File: src/rtl/ring_msg_port.sv
// Slotted-ring message port: token-based transmit, header+payload receive into a
// first-word-fall-through queue, and a CPU read-out sequencer.
//
// state      | meaning
// IDLE       | no transfer; answers empty-queue reads directly
// WAIT_TOKEN | send pending, watching for the token slot
// WAIT_TRAIN | token claimed, letting the existing train pass
// SEND_HDR   | driving our header slot
// SEND_PAY   | driving payload slots, one per word
// COPY_HDR   | popping a queued header to the CPU
// COPY_PAY   | popping queued payload words to the CPU
module ring_msg_port #(
    parameter int CW    = 4,
    parameter int TW    = 4,
    parameter int LW    = 6,
    parameter int DEPTH = 64,
    parameter bit BCAST = 1'b1
) (
    input  logic                      clock,
    input  logic                      reset,
    input  logic [CW-1:0]             whichCore,
    input  logic                      txReq,
    input  logic [CW-1:0]             txDest,
    input  logic [TW-1:0]             txType,
    input  logic [LW-1:0]             txLen,
    input  logic [31:0]               txData,
    output logic                      txPop,
    output logic                      txDone,
    input  logic                      rxReq,
    output logic [31:0]               rxData,
    output logic                      rxWr,
    output logic                      rxDone,
    input  logic [31:0]               ringIn,
    input  logic [3:0]                slotTypeIn,
    input  logic [3:0]                srcDestIn,
    output logic [31:0]               ringOut,
    output logic [3:0]                slotTypeOut,
    output logic [3:0]                srcDestOut,
    output logic                      driveRing,
    output logic                      waiting,
    output logic                      ctrlValid,
    output logic [TW-1:0]             ctrlType,
    output logic [CW-1:0]             ctrlSrc,
    output logic [$clog2(DEPTH):0]    mqCount,
    output logic [15:0]               dropCount
);
    localparam int AW = $clog2(DEPTH);
    localparam logic [AW:0] DEPTH_W  = (AW+1)'(DEPTH);
    localparam logic [3:0] SLOT_TOKEN = 4'd1;
    localparam logic [3:0] SLOT_NULL  = 4'd7;
    localparam logic [3:0] SLOT_MSG   = 4'd8;
    localparam logic [3:0] SLOT_BCST  = 4'd12;

    typedef enum logic [2:0] {
        IDLE, WAIT_TOKEN, WAIT_TRAIN, SEND_HDR, SEND_PAY, COPY_HDR, COPY_PAY
    } state_t;

    state_t          r_state, w_next;
    logic [7:0]      r_train;
    logic [LW-1:0]   r_tx_cnt, r_cp_cnt, r_rx_cnt;
    logic            r_accept;
    logic [31:0]     r_mem [DEPTH];
    logic [AW-1:0]   r_wr_ptr, r_rd_ptr;
    logic [AW:0]     r_count;
    logic [15:0]     r_drop;

    logic [3:0]      w_core4, w_dest4, w_tx_slot;
    logic [31:0]     w_hdr, w_q_head;
    logic [LW-1:0]   w_rx_len;
    logic [AW:0]     w_free, w_need;
    logic            w_token, w_to_me, w_bc_other, w_bc_own, w_first, w_fits;
    logic            w_q_wr, w_q_rd, w_drop;

    assign w_core4   = 4'(whichCore);
    assign w_dest4   = 4'(txDest);
    assign w_tx_slot = (BCAST && txDest == whichCore) ? SLOT_BCST : SLOT_MSG;
    assign w_hdr     = 32'({whichCore, txType, txLen});
    assign w_token   = (slotTypeIn == SLOT_TOKEN);
    assign w_q_head  = r_mem[r_rd_ptr];

    // Receive side runs regardless of the transmit/copy state.
    assign w_to_me    = (slotTypeIn == SLOT_MSG) && (srcDestIn == w_core4);
    assign w_bc_other = BCAST && (slotTypeIn == SLOT_BCST) && (srcDestIn != w_core4);
    assign w_bc_own   = BCAST && (slotTypeIn == SLOT_BCST) && (srcDestIn == w_core4);
    assign w_first    = (r_rx_cnt == '0) && (w_to_me || w_bc_other);
    assign w_rx_len   = ringIn[LW-1:0];
    assign w_free     = DEPTH_W - r_count;
    assign w_need     = (AW+1)'(w_rx_len) + (AW+1)'(1);
    assign w_fits     = (w_free >= w_need);
    assign w_drop     = w_first && (w_rx_len != '0) && !w_fits;
    assign w_q_wr     = (w_first && (w_rx_len != '0) && w_fits) || ((r_rx_cnt != '0) && r_accept);

    assign ctrlValid  = !reset && w_first && (w_rx_len == '0);
    assign ctrlType   = ringIn[LW+TW-1:LW];
    assign ctrlSrc    = ringIn[LW+TW+CW-1:LW+TW];
    assign mqCount    = r_count;
    assign dropCount  = r_drop;

    always_ff @(posedge clock) begin
        if (reset) begin
            r_rx_cnt <= '0;
            r_accept <= 1'b0;
            r_drop   <= '0;
        end else begin
            if (w_first) begin
                r_rx_cnt <= w_rx_len;
                r_accept <= w_fits;
            end else if (r_rx_cnt != '0) begin
                r_rx_cnt <= r_rx_cnt - 1'b1;
            end
            if (w_drop && r_drop != 16'hFFFF)
                r_drop <= r_drop + 1'b1;
        end
    end

    always_ff @(posedge clock) begin
        if (w_q_wr)
            r_mem[r_wr_ptr] <= ringIn;
    end

    always_ff @(posedge clock) begin
        if (reset) begin
            r_wr_ptr <= '0;
            r_rd_ptr <= '0;
            r_count  <= '0;
        end else begin
            if (w_q_wr) r_wr_ptr <= r_wr_ptr + 1'b1;
            if (w_q_rd) r_rd_ptr <= r_rd_ptr + 1'b1;
            case ({w_q_wr, w_q_rd})
                2'b10:   r_count <= r_count + 1'b1;
                2'b01:   r_count <= r_count - 1'b1;
                default: r_count <= r_count;
            endcase
        end
    end

    always_ff @(posedge clock) begin
        if (reset) begin
            r_state  <= IDLE;
            r_train  <= '0;
            r_tx_cnt <= '0;
            r_cp_cnt <= '0;
        end else begin
            r_state <= w_next;
            if (r_state == WAIT_TOKEN && w_token) r_train  <= ringIn[7:0];
            if (r_state == WAIT_TRAIN)            r_train  <= r_train - 1'b1;
            if (r_state == SEND_HDR)              r_tx_cnt <= txLen;
            if (r_state == SEND_PAY)              r_tx_cnt <= r_tx_cnt - 1'b1;
            if (r_state == COPY_HDR)              r_cp_cnt <= w_q_head[LW-1:0];
            if (r_state == COPY_PAY)              r_cp_cnt <= r_cp_cnt - 1'b1;
        end
    end

    always_comb begin
        w_next = r_state;
        case (r_state)
            IDLE:       if (txReq) w_next = WAIT_TOKEN;
                        else if (rxReq && r_count != '0) w_next = COPY_HDR;
            WAIT_TOKEN: if (w_token) w_next = (ringIn[7:0] == 8'd0) ? SEND_HDR : WAIT_TRAIN;
            WAIT_TRAIN: if (r_train <= 8'd1) w_next = SEND_HDR;
            SEND_HDR:   w_next = (txLen == '0) ? IDLE : SEND_PAY;
            SEND_PAY:   if (r_tx_cnt == LW'(1)) w_next = IDLE;
            COPY_HDR:   w_next = (w_q_head[LW-1:0] == '0) ? IDLE : COPY_PAY;
            COPY_PAY:   if (r_cp_cnt == LW'(1)) w_next = IDLE;
            default:    w_next = IDLE;
        endcase
    end

    always_comb begin
        ringOut     = ringIn;
        slotTypeOut = slotTypeIn;
        srcDestOut  = srcDestIn;
        driveRing   = 1'b0;
        txPop       = 1'b0;
        txDone      = 1'b0;
        rxWr        = 1'b0;
        rxDone      = 1'b0;
        rxData      = '0;
        waiting     = 1'b0;
        w_q_rd      = 1'b0;
        // Our own traffic is removed from the ring once it reaches its end point.
        if (w_to_me || w_bc_own) begin
            ringOut     = '0;
            slotTypeOut = SLOT_NULL;
            srcDestOut  = '0;
            driveRing   = 1'b1;
        end
        case (r_state)
            IDLE: begin
                if (!txReq && rxReq && r_count == '0) begin
                    rxWr   = 1'b1;
                    rxDone = 1'b1;
                end
            end
            WAIT_TOKEN: begin
                waiting = 1'b1;
                if (w_token) begin
                    ringOut     = ringIn + 32'(txLen) + 32'd1;
                    slotTypeOut = SLOT_TOKEN;
                    srcDestOut  = srcDestIn;
                    driveRing   = 1'b1;
                end
            end
            SEND_HDR: begin
                ringOut     = w_hdr;
                slotTypeOut = w_tx_slot;
                srcDestOut  = w_dest4;
                driveRing   = 1'b1;
                txDone      = (txLen == '0);
            end
            SEND_PAY: begin
                ringOut     = txData;
                slotTypeOut = w_tx_slot;
                srcDestOut  = w_dest4;
                driveRing   = 1'b1;
                txPop       = 1'b1;
                txDone      = (r_tx_cnt == LW'(1));
            end
            COPY_HDR: begin
                w_q_rd = 1'b1;
                rxWr   = 1'b1;
                rxData = w_q_head;
                rxDone = (w_q_head[LW-1:0] == '0);
            end
            COPY_PAY: begin
                w_q_rd = 1'b1;
                rxWr   = 1'b1;
                rxData = w_q_head;
                rxDone = (r_cp_cnt == LW'(1));
            end
            default: ;
        endcase
        if (reset) begin
            ringOut     = ringIn;
            slotTypeOut = slotTypeIn;
            srcDestOut  = srcDestIn;
            driveRing   = 1'b0;
            txPop       = 1'b0;
            txDone      = 1'b0;
            rxWr        = 1'b0;
            rxDone      = 1'b0;
            w_q_rd      = 1'b0;
        end
    end
endmodule

File: config.mk
export PLATFORM = sky130hd
export DESIGN_NAME = ring_msg_port
export DESIGN_NICKNAME = d
export VERILOG_FILES = /design/src/rtl/ring_msg_port.sv
export SDC_FILE = /design/constraint.sdc
export NUM_CORES = 2
export LEC_CHECK = 0
export BUFFER_PORTS_ARGS = -buffer_cell sky130_fd_sc_hd__buf_4
export CORE_MARGIN = 1.5
export CORE_UTILIZATION = 56
export DETAILED_ROUTE_END_ITERATION = 16
export HOLD_SLACK_MARGIN = 0.03
export MAX_ROUTING_LAYER = met4
export PLACE_DENSITY = 0.75
export REMOVE_ABC_BUFFERS = 1
export SLEW_MARGIN = 0
export SYNTH_ARGS = -nofsm -noshare
export SYNTH_HDL_FRONTEND = slang
export SYNTH_SLANG_ARGS = --single-unit
File: constraint.sdc
create_clock -name clock -period 5.82 [get_ports clock]
set_clock_uncertainty 0.05 [all_clocks]
set_input_delay 1.746 -clock clock [delete_from_list [all_inputs] [get_ports clock]]
set_output_delay 1.746 -clock clock [all_outputs]
set_load 0.02 [all_outputs]
==> reports/metrics.yaml <==
cp_data_required_time_ns: 4.02
design_area_mm2: 0.0990
fin_tns_setup_ns: -0.290
cts_hold_buf: 0
num_io_pins: 204
hpwlAfterDp_um: 140000
final_cell_mix: "edfxtp_1, mux4_2, buf_4, clkbuf_16, nor2_1"
wl_per_cell_um: 38.5
final_nets: 4631
cts_tree: "yes"
cts_max_level: 4
num_vias: 46598
cts_buffers: 201
yosys.area.top_type_share_pct: 73.2
post-route-min-period_ns: 5.89
holdWs_ns: 0.439
violations: "negative setup slack"
cts-root-buf: "clkbuf_16"
grt_overflow: 0
io_buffers: 203
powerDensity_mw_per_mm2: 343
ys_ff_latch: 2119
num_rows: 141
cp-end-kind: "output pin"
synth_top_family_by_area: "multiplexers"
drc: 0
dpl.cell_count: 6195
power_mw: 34.0
track_usage_pct: 34.7
hp-start: "r_cp_cnt[4]"
chipHeight_um: 390
start_util_pct: 56.6
clock_latency_ns: 0.87
synthDistinctLibCells: 71
startpoint: "ringIn[0]"
synth_edf_count: 2048
synthAdderAreaFrac_pct: 0.456
slew_headroom_pct: 21.2
grt_pass1_vias: 45953
crit_path_start_kind: "input port"
firstDrtPassIters: 6
fp.coreArea_mm2: 0.148
cts_sinks: 2119
grt_pass1_wl_um: 351000
netlist_area_mm2: 0.0840
status: "finished with violations"
syn2layout_area_growth_pct: 17.8
layout_commonest_cell: "edfxtp_1"
syn_inst: 3914
ys_warn_count: 0
die_w_um: 390
antenna_found_initial: 10
finalCritPeriodShare_pct: 101
synth_top_flop_cell: "edfxtp_1"
synth-xor-area-share_pct: 0.542
timing.final.max_slew_violations: 0
tightestPinTransition_ns: 1.18
synth-compound-area-share_pct: 2.17
maxCapViolCount: 0
worstPathMaxFanout: 3
rsz0062_at_grt: "true"
arrival_ns: 4.10
synthSimpleGateAreaFrac_pct: 2.90
routed_via_density: 6.96
fmax_ghz: 0.170
post-route-util_pct: 66.7
yosys.area.top_type: "edfxtp_1"
setup_viol: 8
dieArea_mm2: 0.152
r2r-start: "mqCount[1]"
gp_congestion: 0.934
synthTopCellsByArea: "edfxtp_1, mux4_2, dfxtp_1"
syn-mean-instance-area_um2: 21.5
filler_cell_count: 8968
worstHoldPathType: "flip-flop to flip-flop"
drive_gt1_share_pct: 36.6
instances_no_fill: 6694
leakagePower_nw: 30.8
layout_setup_ws_ns: -0.0725
drt_wl_total_um: 258000
drt.antenna.violating_nets: 0
synthArstFlopShare_pct: 0
synth_mux_area_share_pct: 17.4
clkTransAtPathRegs_ns: 0.06
post_dp_cell_area_mm2: 0.0901
post-place-ws_ns: -0.376
cts_max_path_buffers: 3
path_class: "input port to output pin"
drt_iter0_markers: 8297
ys_seq_area_share_pct: 74.9
ir_worst_vdd_mv: 0.330
hold_viol: 0
grt_max_degree: 126
[where the power goes]
| part | leakage (nW) | internal, mW | switching (mW) |
|---|---|---|---|
| Sequential | 19.0 | 16.8 | 0.109 |
| Combinational | 8.67 | 1.90 | 2.16 |
| Clock | 3.20 | 7.24 | 5.79 |
[path summary, 6_finish.rpt]
kind,to,slack [ns],cells after the start
min,r_cp_cnt[4],0.44,2
min reg2reg,r_cp_cnt[4],0.44,2
max,ringOut[30],-0.07,15
max reg2reg,mqCount[6],1.60,22
[timing repair]
item                       4_1_cts  5_1_grt
setup buffers                   39       49
cloned                          20        8
setup endpoints to repair       54       42
pin swaps                       21       30
resized for setup              104      109
[synthesized netlist by cell type, types with 29 or more instances]
cell type,n
buf_2,32
edfxtp_1,2048
nor3_1,44
ha_1,29
mux4_2,637
nor2_1,183
a21oi_1,61
clkbuf_1,102
inv_1,41
nand2_1,92
dfxtp_1,71
nand3_1,41
a211oi_1,31
buf_6,32
o21ai_0,63
[worst max-delay path, cell delays in order]
cell and delay, ns:
buf_8 0.11, inv_6 0.05, ha_4 0.13, inv_2 0.03, fa_2 0.33, a21o_1 0.19, a21o_1 0.16, a21o_1 0.15
a21o_1 0.21, nand4_1 0.19, buf_4 0.15, nor3_2 0.03, and3_1 0.14, a221o_1 0.31, buf_6 0.15
[final cells by class]
cell class | instances | area (um^2) | area share (%)
antenna | 11 | 27.5 | 0.0278
tap | 2002 | 2500 | 2.53
multi-input combinational | 1531 | 20700 | 20.9
inverter | 43 | 166 | 0.168
timing repair buffer | 611 | 6150 | 6.21
sequential | 2119 | 62900 | 63.6
clock buffer | 246 | 5370 | 5.43
clock inverter | 131 | 1140 | 1.15
[registers in the layout (all words and copies together), names as in the netlist, named ones only]
register and cells:
dropCount 16, mqCount 7, r_accept 1, r_cp_cnt 6
r_mem 2048, r_rd_ptr 6, r_rx_cnt 6, r_state 3
r_train 8, r_tx_cnt 6, r_wr_ptr 6
[layer usage]
metal,track usage (%),wire length [um],vias up
met3,9.41,35600,779
met5,-,0,-
met1,43.2,84800,23869
met2,53.3,123000,4250
met4,16.6,14800,0
li1,-,-,17700
[logic make-up after synthesis]
kind of cell    count (synthesis)
xor+xnor                       52
simple gates                  506
buf+inv                       264
mux                           666
fa+ha+maj                      30
flops                        2119
compound gates                277
(Power assumes the default switching activity.)
